==> src/rtl/weight_tile_fifo_pkg.sv <==
// Shared types and size helpers for the weight tile FIFO.
package weight_tile_pkg;

  typedef enum logic {
    D_IDLE = 1'b0,
    D_RUN  = 1'b1
  } drain_state_t;

  typedef enum logic {
    B_FREE = 1'b0,
    B_FULL = 1'b1
  } bank_state_t;

  // Number of elements in one tile.
  function automatic int elems(input int n_cols, input int tile_rows);
    return n_cols * tile_rows;
  endfunction

  // Cycles from first to last skewed output of one drain.
  function automatic int drain_len(input int n_cols, input int tile_rows);
    return tile_rows + n_cols - 1;
  endfunction

  // Index width that stays at least one bit for single-entry ranges.
  function automatic int idx_w(input int n);
    return (n > 1) ? $clog2(n) : 1;
  endfunction

endpackage

==> src/rtl/weight_tile_fifo_if.sv <==
// Load/drain bus of the weight tile FIFO.
interface weight_tile_fifo_if #(
  parameter int N_COLS = 4,
  parameter int DATA_W = 8
);
  logic                     flush;
  logic                     wr_valid;
  logic [DATA_W-1:0]        wr_data;
  logic                     wr_ready;
  logic                     pop_start;
  logic [N_COLS*DATA_W-1:0] col_data;
  logic [N_COLS-1:0]        col_valid;
  logic                     pop_busy;
  logic                     pop_done;
  logic                     pop_err;
  logic [1:0]               tiles_avail;

  modport master (
    output flush, wr_valid, wr_data, pop_start,
    input  wr_ready, col_data, col_valid, pop_busy, pop_done, pop_err, tiles_avail
  );

  modport slave (
    input  flush, wr_valid, wr_data, pop_start,
    output wr_ready, col_data, col_valid, pop_busy, pop_done, pop_err, tiles_avail
  );
endinterface

==> src/rtl/weight_tile_fifo_bank.sv <==
// One tile bank: ROWS x COLS element registers, element write, per-column read.
module tile_bank #(
  parameter int ROWS   = 4,
  parameter int COLS   = 4,
  parameter int DATA_W = 8,
  parameter int ROW_W  = 2,
  parameter int COL_W  = 2
) (
  input  logic                   clk,
  input  logic                   rst,
  input  logic                   wr_en,
  input  logic [ROW_W-1:0]       wr_row,
  input  logic [COL_W-1:0]       wr_col,
  input  logic [DATA_W-1:0]      wr_data,
  input  logic [COLS*ROW_W-1:0]  rd_row,
  output logic [COLS*DATA_W-1:0] rd_data
);

  logic [DATA_W-1:0] mem_r [ROWS][COLS];

  // Element storage: one element written per accepted write.
  always_ff @(posedge clk or posedge rst) begin
    if (rst) begin
      for (int r = 0; r < ROWS; r++) begin
        for (int c = 0; c < COLS; c++) begin
          mem_r[r][c] <= {DATA_W{1'b0}};
        end
      end
    end else if (wr_en) begin
      mem_r[wr_row][wr_col] <= wr_data;
    end
  end

  // Column k reads the row selected by its own row index.
  always_comb begin
    rd_data = {COLS*DATA_W{1'b0}};
    for (int k = 0; k < COLS; k++) begin
      rd_data[k*DATA_W +: DATA_W] = mem_r[rd_row[k*ROW_W +: ROW_W]][k];
    end
  end

endmodule

==> src/rtl/weight_tile_fifo.sv <==
// Ping-pong weight tile FIFO: packs a byte stream into tiles and drains
// one tile at a time into the systolic columns with diagonal skew.
module weight_tile_fifo
  import weight_tile_pkg::*;
#(
  parameter int N_COLS    = 4,
  parameter int TILE_ROWS = 4,
  parameter int DATA_W    = 8
) (
  input  logic              clk,
  input  logic              rst,
  weight_tile_fifo_if.slave bus
);

  localparam int ELEMS     = elems(N_COLS, TILE_ROWS);
  localparam int DRAIN_LEN = drain_len(N_COLS, TILE_ROWS);
  localparam int ROW_W     = idx_w(TILE_ROWS);
  localparam int COL_W     = idx_w(N_COLS);
  localparam int CNT_W     = idx_w(DRAIN_LEN);
  localparam int EL_W      = idx_w(ELEMS);

  localparam logic [ROW_W-1:0] LAST_ROW = ROW_W'(TILE_ROWS - 1);
  localparam logic [COL_W-1:0] LAST_COL = COL_W'(N_COLS - 1);
  localparam logic [CNT_W-1:0] LAST_CNT = CNT_W'(DRAIN_LEN - 1);
  localparam logic [EL_W-1:0]  LAST_EL  = EL_W'(ELEMS - 1);
  localparam logic [ROW_W-1:0] ROW_ONE  = ROW_W'(1);
  localparam logic [COL_W-1:0] COL_ONE  = COL_W'(1);
  localparam logic [CNT_W-1:0] CNT_ONE  = CNT_W'(1);
  localparam logic [EL_W-1:0]  EL_ONE   = EL_W'(1);

  // Fill side state
  bank_state_t              bank_state_r [2];
  logic                     fill_bank_r;
  logic                     drain_bank_r;
  logic [EL_W-1:0]          elem_cnt_r;
  logic [ROW_W-1:0]         wr_row_r;
  logic [COL_W-1:0]         wr_col_r;
  logic [1:0]               tiles_avail_r;

  // Drain side state and registered outputs
  drain_state_t             state_r;
  logic [CNT_W-1:0]         cnt_r;
  logic [N_COLS*DATA_W-1:0] col_data_r;
  logic [N_COLS-1:0]        col_valid_r;
  logic                     pop_busy_r;
  logic                     pop_done_r;
  logic                     pop_err_r;

  // Combinational decisions
  logic                     wr_ready_s;
  logic                     wr_fire_s;
  logic                     commit_s;
  logic [1:0]               wr_en_s;
  logic                     start_s;
  logic                     done_s;
  logic                     err_s;
  logic                     run_nxt_s;
  logic [CNT_W-1:0]         cnt_nxt_s;
  logic [N_COLS*ROW_W-1:0]  rd_row_s;
  logic [N_COLS-1:0]        tap_valid_s;
  logic [N_COLS*DATA_W-1:0] rd_data0_s;
  logic [N_COLS*DATA_W-1:0] rd_data1_s;
  logic [N_COLS*DATA_W-1:0] rd_sel_s;
  logic [N_COLS*DATA_W-1:0] col_data_nxt_s;

  // Write acceptance: only into a free fill bank, never while resetting or flushing.
  always_comb begin
    wr_ready_s = !rst && !bus.flush && (bank_state_r[fill_bank_r] == B_FREE);
    wr_fire_s  = bus.wr_valid && wr_ready_s;
    commit_s   = wr_fire_s && (elem_cnt_r == LAST_EL);
    wr_en_s[0] = wr_fire_s && (fill_bank_r == 1'b0);
    wr_en_s[1] = wr_fire_s && (fill_bank_r == 1'b1);
  end

  // Drain decisions; the cycle counter value for the next cycle drives skew addressing.
  always_comb begin
    start_s   = 1'b0;
    done_s    = 1'b0;
    err_s     = 1'b0;
    run_nxt_s = 1'b0;
    cnt_nxt_s = {CNT_W{1'b0}};
    if (bus.flush) begin
      run_nxt_s = 1'b0;
    end else begin
      case (state_r)
        D_IDLE: begin
          if (bus.pop_start) begin
            if (tiles_avail_r != 2'd0) begin
              start_s   = 1'b1;
              run_nxt_s = 1'b1;
            end else begin
              err_s = 1'b1;
            end
          end else begin
            run_nxt_s = 1'b0;
          end
        end
        D_RUN: begin
          err_s = bus.pop_start;
          if (cnt_r == LAST_CNT) begin
            done_s = 1'b1;
          end else begin
            run_nxt_s = 1'b1;
            cnt_nxt_s = cnt_r + CNT_ONE;
          end
        end
        default: begin
          run_nxt_s = 1'b0;
        end
      endcase
    end
  end

  // Skew addressing: column k shows row (cnt - k) while that row is inside the tile.
  always_comb begin
    int diff;
    diff        = 0;
    rd_row_s    = {N_COLS*ROW_W{1'b0}};
    tap_valid_s = {N_COLS{1'b0}};
    for (int k = 0; k < N_COLS; k++) begin
      diff = int'(cnt_nxt_s) - k;
      if (run_nxt_s && (diff >= 0) && (diff < TILE_ROWS)) begin
        tap_valid_s[k]                 = 1'b1;
        rd_row_s[k*ROW_W +: ROW_W]     = ROW_W'(diff);
      end else begin
        tap_valid_s[k]                 = 1'b0;
        rd_row_s[k*ROW_W +: ROW_W]     = {ROW_W{1'b0}};
      end
    end
  end

  // Select the draining bank and zero every column outside its window.
  always_comb begin
    rd_sel_s       = drain_bank_r ? rd_data1_s : rd_data0_s;
    col_data_nxt_s = {N_COLS*DATA_W{1'b0}};
    for (int k = 0; k < N_COLS; k++) begin
      if (tap_valid_s[k]) begin
        col_data_nxt_s[k*DATA_W +: DATA_W] = rd_sel_s[k*DATA_W +: DATA_W];
      end else begin
        col_data_nxt_s[k*DATA_W +: DATA_W] = {DATA_W{1'b0}};
      end
    end
  end

  tile_bank #(
    .ROWS(TILE_ROWS), .COLS(N_COLS), .DATA_W(DATA_W), .ROW_W(ROW_W), .COL_W(COL_W)
  ) u_bank0 (
    .clk(clk), .rst(rst), .wr_en(wr_en_s[0]), .wr_row(wr_row_r), .wr_col(wr_col_r),
    .wr_data(bus.wr_data), .rd_row(rd_row_s), .rd_data(rd_data0_s)
  );

  tile_bank #(
    .ROWS(TILE_ROWS), .COLS(N_COLS), .DATA_W(DATA_W), .ROW_W(ROW_W), .COL_W(COL_W)
  ) u_bank1 (
    .clk(clk), .rst(rst), .wr_en(wr_en_s[1]), .wr_row(wr_row_r), .wr_col(wr_col_r),
    .wr_data(bus.wr_data), .rd_row(rd_row_s), .rd_data(rd_data1_s)
  );

  // Fill pointers, bank occupancy and committed-tile count.
  always_ff @(posedge clk or posedge rst) begin
    if (rst) begin
      bank_state_r[0] <= B_FREE;
      bank_state_r[1] <= B_FREE;
      fill_bank_r     <= 1'b0;
      drain_bank_r    <= 1'b0;
      elem_cnt_r      <= {EL_W{1'b0}};
      wr_row_r        <= {ROW_W{1'b0}};
      wr_col_r        <= {COL_W{1'b0}};
      tiles_avail_r   <= 2'd0;
    end else if (bus.flush) begin
      bank_state_r[0] <= B_FREE;
      bank_state_r[1] <= B_FREE;
      fill_bank_r     <= 1'b0;
      drain_bank_r    <= 1'b0;
      elem_cnt_r      <= {EL_W{1'b0}};
      wr_row_r        <= {ROW_W{1'b0}};
      wr_col_r        <= {COL_W{1'b0}};
      tiles_avail_r   <= 2'd0;
    end else begin
      if (wr_fire_s) begin
        elem_cnt_r <= commit_s ? {EL_W{1'b0}} : (elem_cnt_r + EL_ONE);
        if (wr_col_r == LAST_COL) begin
          wr_col_r <= {COL_W{1'b0}};
          wr_row_r <= (wr_row_r == LAST_ROW) ? {ROW_W{1'b0}} : (wr_row_r + ROW_ONE);
        end else begin
          wr_col_r <= wr_col_r + COL_ONE;
        end
      end
      if (commit_s) begin
        fill_bank_r <= ~fill_bank_r;
      end
      if (done_s) begin
        drain_bank_r <= ~drain_bank_r;
      end
      for (int b = 0; b < 2; b++) begin
        if (commit_s && (fill_bank_r == 1'(b))) begin
          bank_state_r[b] <= B_FULL;
        end else if (done_s && (drain_bank_r == 1'(b))) begin
          bank_state_r[b] <= B_FREE;
        end
      end
      case ({commit_s, done_s})
        2'b10:   tiles_avail_r <= tiles_avail_r + 2'd1;
        2'b01:   tiles_avail_r <= tiles_avail_r - 2'd1;
        default: tiles_avail_r <= tiles_avail_r;
      endcase
    end
  end

  // Drain FSM with registered skewed column outputs and status pulses.
  always_ff @(posedge clk or posedge rst) begin
    if (rst) begin
      state_r     <= D_IDLE;
      cnt_r       <= {CNT_W{1'b0}};
      col_data_r  <= {N_COLS*DATA_W{1'b0}};
      col_valid_r <= {N_COLS{1'b0}};
      pop_busy_r  <= 1'b0;
      pop_done_r  <= 1'b0;
      pop_err_r   <= 1'b0;
    end else if (bus.flush) begin
      state_r     <= D_IDLE;
      cnt_r       <= {CNT_W{1'b0}};
      col_data_r  <= {N_COLS*DATA_W{1'b0}};
      col_valid_r <= {N_COLS{1'b0}};
      pop_busy_r  <= 1'b0;
      pop_done_r  <= 1'b0;
      pop_err_r   <= 1'b0;
    end else begin
      case (state_r)
        D_IDLE:  state_r <= start_s ? D_RUN : D_IDLE;
        D_RUN:   state_r <= done_s ? D_IDLE : D_RUN;
        default: state_r <= D_IDLE;
      endcase
      cnt_r       <= cnt_nxt_s;
      col_data_r  <= col_data_nxt_s;
      col_valid_r <= tap_valid_s;
      pop_busy_r  <= run_nxt_s;
      pop_done_r  <= done_s;
      pop_err_r   <= err_s;
    end
  end

  assign bus.wr_ready    = wr_ready_s;
  assign bus.col_data    = col_data_r;
  assign bus.col_valid   = col_valid_r;
  assign bus.pop_busy    = pop_busy_r;
  assign bus.pop_done    = pop_done_r;
  assign bus.pop_err     = pop_err_r;
  assign bus.tiles_avail = tiles_avail_r;

endmodule

==> src/flat_wrapper.sv <==
// flat-port wrapper written by rule: the top's interface ports become plain ports
module weight_tile_fifo_flat import weight_tile_pkg::*;
#(
  parameter int N_COLS    = 4,
  parameter int TILE_ROWS = 4,
  parameter int DATA_W    = 8
)
  (clk, rst, bus_flush, bus_wr_valid, bus_wr_data, bus_pop_start, bus_wr_ready, bus_col_data, bus_col_valid, bus_pop_busy, bus_pop_done, bus_pop_err, bus_tiles_avail);
  weight_tile_fifo_if #(.N_COLS(N_COLS), .DATA_W(DATA_W)) bus_i ();
  input  logic clk;
  input  logic rst;
  input wire logic [$bits(bus_i.flush)-1:0] bus_flush;
  input wire logic [$bits(bus_i.wr_valid)-1:0] bus_wr_valid;
  input wire logic [$bits(bus_i.wr_data)-1:0] bus_wr_data;
  input wire logic [$bits(bus_i.pop_start)-1:0] bus_pop_start;
  output wire logic [$bits(bus_i.wr_ready)-1:0] bus_wr_ready;
  output wire logic [$bits(bus_i.col_data)-1:0] bus_col_data;
  output wire logic [$bits(bus_i.col_valid)-1:0] bus_col_valid;
  output wire logic [$bits(bus_i.pop_busy)-1:0] bus_pop_busy;
  output wire logic [$bits(bus_i.pop_done)-1:0] bus_pop_done;
  output wire logic [$bits(bus_i.pop_err)-1:0] bus_pop_err;
  output wire logic [$bits(bus_i.tiles_avail)-1:0] bus_tiles_avail;
  assign bus_i.flush = bus_flush;
  assign bus_i.wr_valid = bus_wr_valid;
  assign bus_i.wr_data = bus_wr_data;
  assign bus_i.pop_start = bus_pop_start;
  assign bus_wr_ready = bus_i.wr_ready;
  assign bus_col_data = bus_i.col_data;
  assign bus_col_valid = bus_i.col_valid;
  assign bus_pop_busy = bus_i.pop_busy;
  assign bus_pop_done = bus_i.pop_done;
  assign bus_pop_err = bus_i.pop_err;
  assign bus_tiles_avail = bus_i.tiles_avail;
  weight_tile_fifo #(.N_COLS(N_COLS), .TILE_ROWS(TILE_ROWS), .DATA_W(DATA_W)) u_core (.clk(clk), .rst(rst), .bus(bus_i));
endmodule
==> config.mk <==
export PLATFORM = sky130hd
export DESIGN_NAME = weight_tile_fifo_flat
export DESIGN_NICKNAME = d
export VERILOG_FILES = /design/src/rtl/weight_tile_fifo_pkg.sv /design/src/rtl/weight_tile_fifo_if.sv /design/src/rtl/weight_tile_fifo_bank.sv /design/src/rtl/weight_tile_fifo.sv /design/src/flat_wrapper.sv
export SDC_FILE = /design/constraint.sdc
export NUM_CORES = 1
export LEC_CHECK = 0
export ABC_CLOCK_PERIOD_IN_PS = 28200
export CAP_MARGIN = 5
export CORE_MARGIN = 1.5
export CORE_UTILIZATION = 50
export DETAILED_ROUTE_END_ITERATION = 12
export GPL_TIMING_DRIVEN = 0
export PLACE_DENSITY = 0.78
export SYNTH_ARGS = -nofsm -noshare
export SYNTH_HDL_FRONTEND = slang
export SYNTH_SLANG_ARGS = --single-unit
export TNS_END_PERCENT = 100
==> constraint.sdc <==
create_clock -name clk -period 28.2 [get_ports clk]
set_clock_uncertainty 0.05 [all_clocks]
set_input_delay 5.64 -clock clk [delete_from_list [all_inputs] [get_ports clk]]
set_output_delay 5.64 -clock clk [all_outputs]
set_load 0.02 [all_outputs]
# Yosys cells after proc, flatten, opt, wreduce, memory -nomap -nowiden
# Index checks and enable logic that the tools add are counted.
op_classes:
  add_sub_neg: 9
  n_lt_le_gt_ge: 17
  eq_ne: 6
  mux: 93
  bitwise: 11
  reduce_logical: 31
ops:
  columns: ["operator", "n"]
  rows:
  - ["32-bit binary-select mux with 2-bit select", 8]
  - ["128-bit bitwise mux", 2]
  - ["32-bit two-way mux", 7]
  - ["32-bit by 1-bit >= comparator with 1-bit output (second input constant)", 3]
  - ["32-bit by 4-bit less-than comparator with 1-bit output (second input constant)", 3]
  - ["24-bit two-way mux", 4]
  - ["8-bit two-way mux", 9]
  - ["32-bit demux with 2-bit select", 1]
  - ["16-bit two-way mux", 4]
  - ["1-bit two-way mux", 32]
  - ["2-bit two-way mux", 13]
  - ["1-bit logical AND", 20]
  - ["3-bit >= comparator (second input constant)", 6]
  - ["2-bit inverter with 3-bit output", 6]
  - ["8-bit demux with 2-bit select", 1]
  - ["4-bit two-way mux", 4]
  - ["3-bit two-way mux", 4]
  - ["2-bit nonzero test", 5]
  - ["3-bit nonzero test", 3]
  - ["3-bit by 2-bit subtractor with 4-bit output (second input constant)", 2]
  - ["2-bit by 1-bit adder with 2-bit output (second input constant)", 3]
  - ["2-bit == test (second input constant)", 3]
  - ["3-bit by 1-bit less-than comparator with 1-bit output (second input constant)", 2]
  - ["1-bit case mux with 2 select lines", 3]
  - ["other kinds (15)", 19]
totals:
  register_bits: 313
  inputBits: 13
  output_inout_bits: 42
  elab_cells: 214

# Logic depth before layout (Yosys ltp)
# Gate-level depths: netlist of the first run.
depth:
  depth_word: 16
  ltp_mapped: 14
  mapped_depth_nobuf: 11

# By module
# A second synthesis of the first run with hierarchy kept.
unflattened:
  cells_unflattened: 918
  area_unflattened_um2: 13984.7
modules_own_cells:
  columns: ["mod", "n_inst", "cells_each", "area_each_um2", "seq_area_each_um2"]
  rows:
  - ["tile_bank", 2, 335, 5667.9, 3203.1]
  - ["weight_tile_fifo", 1, 248, 2648.8, 1426.4]

# Least setup slack after synthesis of the first run
# No wires, ideal clock.
synth_timing:
  path_type: "input port to output port"
  from: "input bus_flush"
  to: "output bus_wr_ready"
  t_arrival_ns: 6.194
  required_ns: 22.510
  path_slack_ns: 16.316
  stages: 3
  path_buffers: 1
  path_cell_list: "clkbuf_1 > nor2_1 > and2_1"
synth_via:
  elab_chain_cells: 3
synth_rtl:
  columns: ["element", "line_no", "source"]
  rows:
  - ["from (decl)", "flat_wrapper.sv:12", "input wire logic [$bits(bus_i.flush)-1:0] bus_flush;"]
  - ["1-bit logical NOT", "weight_tile_fifo.sv:68", "wr_ready_s = !rst && !bus.flush && (bank_state_r[fill_bank_r] == B_FREE);"]
  - ["1-bit logical AND (2 in series)", "weight_tile_fifo.sv:68", null]
  - ["to (decl)", "flat_wrapper.sv:16", "output wire logic [$bits(bus_i.wr_ready)-1:0] bus_wr_ready;"]
# No other way between the ends.

# Final worst setup path of the first run
# Same ends and word-level chain as after synthesis.

==> metrics.txt, run 1 <==
clk root buf clkbuf_16; clock tree buffer depth 3; Reg2Reg Setup Slack 23.65 ns; endpoints failing hold 0; Post-synth EDFFs 0; Post-Synthesis Net Count 1018; number of H-tree levels 2; I/O pin count 55; Reg-to-Reg Start u_core.cnt_r[1]$_DFF_PP0_; number of global-route vias before repair 9342; startpoint types input pin; Core Region 26950 um^2; final slew viol count 0; synthesis-stage register bit count 313; Worst Path Max Fanout 10; post-route DRC violation count 0; Post-CTS Hold Fix Bufs 0; endpoint of the worst register-to-register path u_core.bus.col_data[9]$_DFF_PP0_; worst endpoint data arrival time 7.46 ns; Achievable Freq 76.07 MHz; DRT Pass-1 Iters 5; worst-path cell chain clkdlybuf4s50_1 -> clkbuf_1 -> nor2_1 -> and2_1 -> clkdlybuf4s50_1; Async SR Flop Fraction 100.0%; Mean Syn Cell Area about 14 um^2; nets 1110; # Post-CTS Setup Buffers 0; Synth-to-Final Area Change 15.95%; setup TNS 0 ns; maximum VDD drop roughly 44 uV; CTS tree done; clock buffer count from CTS 34; antenna cells 0; worst skew pair latency 0.52 ns; layout cells sized above 1 32.52%; synth warn 0; num rows 60; Slew headroom 20.64%; crit path capture type output pin; GRT Total Usage 26.81%; routed len/inst around 25 um; vias 9047; Worst path slowest cell clkdlybuf4s50_1; IO buf count 54; CTS resizes 0; grt total ovfl 0; Syn Inst Count just under 1k; DRT iter0 DRCs between 900 and 1k; max-cap violations 0; hold path depth 1; status finished, final reports clean; fillers 2071; multi-input logic area 5529 um^2; cell with the most instances on the worst path clkdlybuf4s50_1; Hold Path Origin u_core.elem_cnt_r[3]$_DFFE_PP0P_; ys flop type dfrtp_1; antenna viol nets, final 0; TritonCTS Sinks around 310; Initial Util 50.98%; Pwr Total 974.0 uW; die height 168.8 um; number of cells on the worst reg-to-reg path 13; Register Area 7833 um^2; drt via density 6.261; RSZ-0062 raised after global routing false; CP max stage delay about 0.53 ns; fin crit period 13.15 ns; setup violators final 0; Final Cycle Share between 40% and 50%; Hold Path End u_core.elem_cnt_r[3]$_DFFE_PP0P_; Clock transition at path regs 0.06 ns; Worst Path Class, Setup input pin to output pin; netlist area before placement 13740 um^2; power density cells 61.13 nW/um^2; dpl hpwl 23480 um; register area share after synthesis between 50% and 60%; LEAKAGE 7.692 nW; worst-margin pin slew 1.181 ns; Critical Path RT between 20 and 25 ns; Placer Congestion 0.8286; min-delay worst type flop to flop; initial antenna violation count 0; largest net degree at the start of global routing approximately 130; die area 28490 um^2; Routed WL 36710 um; count of cell types in the netlist 46; Die Wd 168.8 um; first-pass GRT wire length 56560 um
==> per-stage QoR <==
step / area, um^2 / hold slack, ns / std cells / setup WS (ns) / util (%)
5_1_grt: 15930 / 0.4584 / 1445 / 14.96 / 59.12
3_5_place_dp: 14770 / 0.4309 / 1386 / 15.06 / 54.81
2_1_floorplan: 13740 / 0.3931 / 989 / 13.85 / -
4_1_cts: 15930 / 0.4428 / 1445 / 15.05 / 59.12
6_report: 15930 / 0.4323 / 1445 / 15.05 / 59.12
3_3_place_gp: 14710 / 0.4182 / 1384 / 10.24 / 54.57
==> cells by family after synthesis <==
group	after synthesis	synth area share, %
xor+xnor	4	0.2550
flops	313	57.00
simple gates	159	5.327
buf+inv	92	2.759
mux	291	26.55
compound gates	114	6.647
fa+ha+maj	16	1.457
==> routing by layer <==
layer	wire, um	track usage (%)	share of wire, %	up-vias
li1	-	-	-	3831
met1	15470	36.00	42	4768
met2	17150	42.90	47	362
met4	1617	12.34	4.4	0
met5	0	0	0	-
met3	2477	4.629	6.7	86
==> layout make-up <==
| cell class | count | area share (%) |
|---|---|---|
| Sequential cell | 313 | 49.16 |
| Multi-Input combinational cell | 584 | 34.70 |
| Clock buffer | 47 | 6.424 |
| Timing Repair Buffer | 56 | 3.738 |
| Tap cell | 341 | 2.678 |
| Buffer | 70 | 1.861 |
| Clock inverter | 12 | 0.8717 |
| Inverter | 22 | 0.5654 |
==> cells in the final DEF (no fill, tap or decap), types with 2 or more instances in the layout <==
cell	netlist	routed
a21oi_1	16	16
a221o_1	16	16
a221oi_1	34	34
a22o_1	8	8
a31o_2	8	8
a31oi_1	6	6
a32o_1	8	8
and2_1	7	7
and3_1	5	5
buf_16	0	2
buf_6	3	3
bufinv_16	0	3
clkbuf_1	65	69
clkbuf_16	0	37
clkbuf_8	0	6
clkdlybuf4s50_1	0	54
clkinv_2	0	8
dfrtp_1	313	313
ha_1	16	16
inv_1	20	19
inv_2	2	2
mux2_2	256	256
mux2i_1	3	3
mux4_1	4	4
mux4_2	28	28
nand2_1	88	88
nand2b_1	7	7
nand3_1	3	3
nand3b_1	4	4
nor2_1	22	22
nor3_1	7	7
o21ai_0	5	5
o22ai_1	8	8
or3_1	7	7
xnor2_1	2	2
xor2_1	2	2
==> flip-flops by register name (all words and copies together), names as in the netlist <==
name,flops
u_core.bank_state_r,2
u_core.bus.col_data,32
u_core.bus.col_valid,4
u_core.bus.pop_busy,1
u_core.bus.pop_done,1
u_core.bus.pop_err,1
u_core.bus.tiles_avail,2
u_core.cnt_r,3
u_core.drain_bank_r,1
u_core.elem_cnt_r,4
u_core.fill_bank_r,1
u_core.state_r,1
u_core.u_bank0.mem_r,128
u_core.u_bank1.mem_r,128
u_core.wr_col_r,2
u_core.wr_row_r,2
==> critical path: cells and delay by family <==
family	cells	cell delay (ns)
buffers and inverters	3	1.49
AND/OR/NAND/NOR	2	0.32
==> synth_stat cells (4+ instances only) <==
master	n	area share, %
a22o_1	8	0.51
a221oi_1	34	2.2
o21ai_0	5	0.18
clkbuf_1	65	1.8
ha_1	16	1.5
mux2_2	256	21
a31o_2	8	0.51
nand3b_1	4	0.22
and3_1	5	0.23
or3_1	7	0.32
o22ai_1	8	0.36
nand2_1	88	2.4
nand2b_1	7	0.32
a221o_1	16	1.2
mux4_2	28	4.6
mux4_1	4	0.76
a31oi_1	6	0.27
nor3_1	7	0.25
nor2_1	22	0.60
a21oi_1	16	0.58
and2_1	7	0.32
dfrtp_1	313	57
a32o_1	8	0.58
inv_1	20	0.55
==> worst max-delay path by stage <==
stage | start | endpoint | slack, ns | cells past startpoint
after detailed placement | bus_flush | bus_wr_ready | 15.06 | 5
after CTS | bus_flush | bus_wr_ready | 15.05 | 5
after global routing | bus_flush | bus_wr_ready | 14.96 | 5
after global placement | rst | u_core.bus.col_valid[3]$_DFF_PP0_ | 10.24 | 2
final | bus_flush | bus_wr_ready | 15.05 | 5
after floorplan | rst | u_core.bank_state_r[0]$_DFFE_PP0P_ | 13.85 | 1
==> power by group <==
group / switching, mW / total [mW] / internal [mW]
clock: 0.182 / 0.463 / 0.281
sequential: 0.00455 / 0.463 / 0.458
combinational: 0.0291 / 0.0481 / 0.0190
Note: power is estimated with default switching activity, not from simulation.
==> inputs of run 2 (changes only) <==
- ABC_CLOCK_PERIOD_IN_PS: 28200 -> 11430
- PLACE_DENSITY: 0.78 -> 0.8
- clock period: 28.2 -> 11.43 ns (I/O delays scaled with it)
==> metrics.txt, run 2 (same netlist as run 1, synthesis figures left out) <==
clk root buf clkbuf_16 (unchanged); pre-CTS setup slack 4.782 ns (was 15.06 ns); commonest non-fill, non-tap cell in the layout dfrtp_1 (unchanged); cell with the most instances on the worst path clkdlybuf4s50_1 (unchanged); clock buffer count from CTS 34 (unchanged); DRT iter0 DRCs 955 (unchanged); power density cells 148.6 nW/um^2 (was 61.13 nW/um^2); CP startpoint bus_flush (unchanged); TritonCTS Sinks 313 (unchanged); number of global-route vias before repair 9620 (was 9342); IO buf count 54 (unchanged); status finished, final reports clean (unchanged); routed len/inst 25.51 um (was 25.40 um); Achievable Freq 155.4 MHz; setup violators final 0 (unchanged); largest net degree at the start of global routing 136 (was 132); crit path capture type output pin (unchanged); max-cap violations 0 (unchanged); maximum VDD drop 98.93 uV (was 44.14 uV); Post-CTS Hold Fix Bufs 0 (unchanged); vias 9119 (was 9047); Final WS setup 4.994 ns (was 15.05 ns); Critical Path RT 9.09 ns (was 22.51 ns); nets 1110 (unchanged); Worst path slowest cell clkdlybuf4s50_1 (unchanged); Placer Congestion 0.8405 (was 0.8286); worst-margin pin slew 1.172 ns (was 1.181 ns); initial antenna violation count 0 (unchanged); CP max stage delay 0.53 ns (about the same); Die Wd 168.8 um (unchanged); Clock power frac 46.7% (was 47.6%); dpl hpwl 23380 um (was 23480 um); number of H-tree levels 2 (unchanged); design internal power 1.841 mW (was 758.1 uW); Sw Pwr 518.3 uW (was 215.9 uW); RSZ-0062 raised after global routing false (unchanged); post-route DRC violation count 0 (unchanged); CTS resizes 0 (unchanged); Final Cycle Share 56.31%; Reg-to-Reg Start u_core.cnt_r[1]$_DFF_PP0_ (unchanged); GRT Total Usage 26.87% (was 26.81%); fillers 2008 (was 2071); antenna viol nets, final 0 (unchanged); antenna cells 0 (unchanged); Register Area 7833 um^2 (unchanged); DRT Pass-1 Iters 7 (was 5); drt via density 6.319 (was 6.261); sw frac 21.97% (was 22.16%); Worst Path Class, Setup input pin to output pin (unchanged); placed cells 1386 (unchanged); worst skew pair latency 0.52 ns (about the same); Seq pwr share 48.4% (was 47.5%); die height 168.8 um (unchanged); Non-Filler Instances 1443 (was 1445); worst endpoint data arrival time 4.10 ns (was 7.46 ns); endpoints failing hold 0 (unchanged); final slew viol count 0 (unchanged); Synth-to-Final Area Change 15.59% (was 15.95%); CTS tree done (unchanged); min-delay worst type flop to flop (unchanged); Slew headroom 21.25% (was 20.64%); combinational power share 4.9% (about the same); multi-input logic area 5529 um^2 (unchanged); # Post-CTS Setup Buffers 0 (unchanged); first-pass GRT wire length 56950 um (was 56560 um); die area 28490 um^2 (unchanged); Routed WL 36820 um (was 36710 um); LEAKAGE 7.655 nW (was 7.692 nW); commonest cells after routing, fill and taps aside dfrtp_1 (313), mux2_2 (256), nand2_1 (88) (unchanged); Initial Util 50.98% (unchanged); Worst Path Max Fanout 10 (unchanged); Core Region 26950 um^2 (unchanged); Clock transition at path regs 0.06 ns (about the same); startpoint types input pin (unchanged); I/O pin count 55 (unchanged); layout cells sized above 1 32.03% (was 32.52%); Pwr Total 2.360 mW (was 974.0 uW); grt total ovfl 0 (unchanged); fin crit period around 6.4 ns; clock tree buffer depth 3 (unchanged); Hold Path Origin u_core.u_bank0.mem_r[108]$_DFFE_PP0P_ (was u_core.elem_cnt_r[3]$_DFFE_PP0P_); num rows 60 (unchanged); setup TNS 0 ns (unchanged); worst-path cell chain clkdlybuf4s50_1 -> clkbuf_1 -> nor2_1 -> and2_1 -> clkdlybuf4s50_1 (unchanged)
## run 2: changes by cell type in the layout (fill, tap and decap cells not counted)
cell / change
bufinv_16: -1
clkbuf_8: -1
clkbuf_1: +4
clkinv_4: -1
clkinv_2: -4
clkinvlp_4: +1
## run 2: per-stage QoR
| stage | hold slack (ns) | instance area, um^2 | util, % |
|---|---|---|---|
| finish | 0.4510 | 15880 | 58.93 |
| global route | 0.4621 | 15880 | 58.93 |
| CTS | 0.4511 | 15880 | 58.93 |
| detailed placement | 0.4365 | 14770 | 54.81 |
| global placement | 0.4184 | 14710 | 54.57 |
| floorplan | 0.3931 | 13740 | - |
## run 2: per-layer routing
layer  vias to the layer above  wire length, um  track usage (%)
li1                       3811                -                -
met1                      4793            14930            35.30
met3                       102             2917            5.752
met2                       413            17350            42.96
met4                         0             1619            12.58
met5                         -                0                0
## run 2: area by class of cell
cell class	count	area share, %
Multi-Input combinational cell	584	34.81
Clock buffer	50	6.452
Buffer	70	1.867
Tap cell	341	2.686
Clock inverter	7	0.5514
Inverter	22	0.5672
Sequential cell	313	49.31
Timing Repair Buffer	56	3.750
## run 2: power groups by stage
stage,sequential (mW),combinational (mW),clock (mW)
floorplan,1.16,0.0747,0
global placement,1.16,0.111,0
detailed placement,1.16,0.116,0
CTS,1.14,0.117,1.11
global route,1.14,0.127,1.16
finish,1.14,0.117,1.10
## run 2: worst paths after layout
path / end / slack, ns / depth (start not counted)
max: bus_wr_ready / 4.99 / 5
min: u_core.u_bank0.mem_r[108]$_DFFE_PP0P_ / 0.45 / 1
max reg2reg: u_core.bus.col_data[8]$_DFF_PP0_ / 6.91 / 13
min reg2reg: u_core.u_bank0.mem_r[108]$_DFFE_PP0P_ / 0.45 / 1
max in group asynchronous: u_core.u_bank0.mem_r[81]$_DFFE_PP0P_ / 7.60 / 4
min in group asynchronous: u_core.bus.col_data[7]$_DFF_PP0_ / 2.21 / 2
## run 2: worst max-delay path, delay by kind of cell
family	cells	cell delay [ns]
simple gates	2	0.32
buf+inv	3	1.49
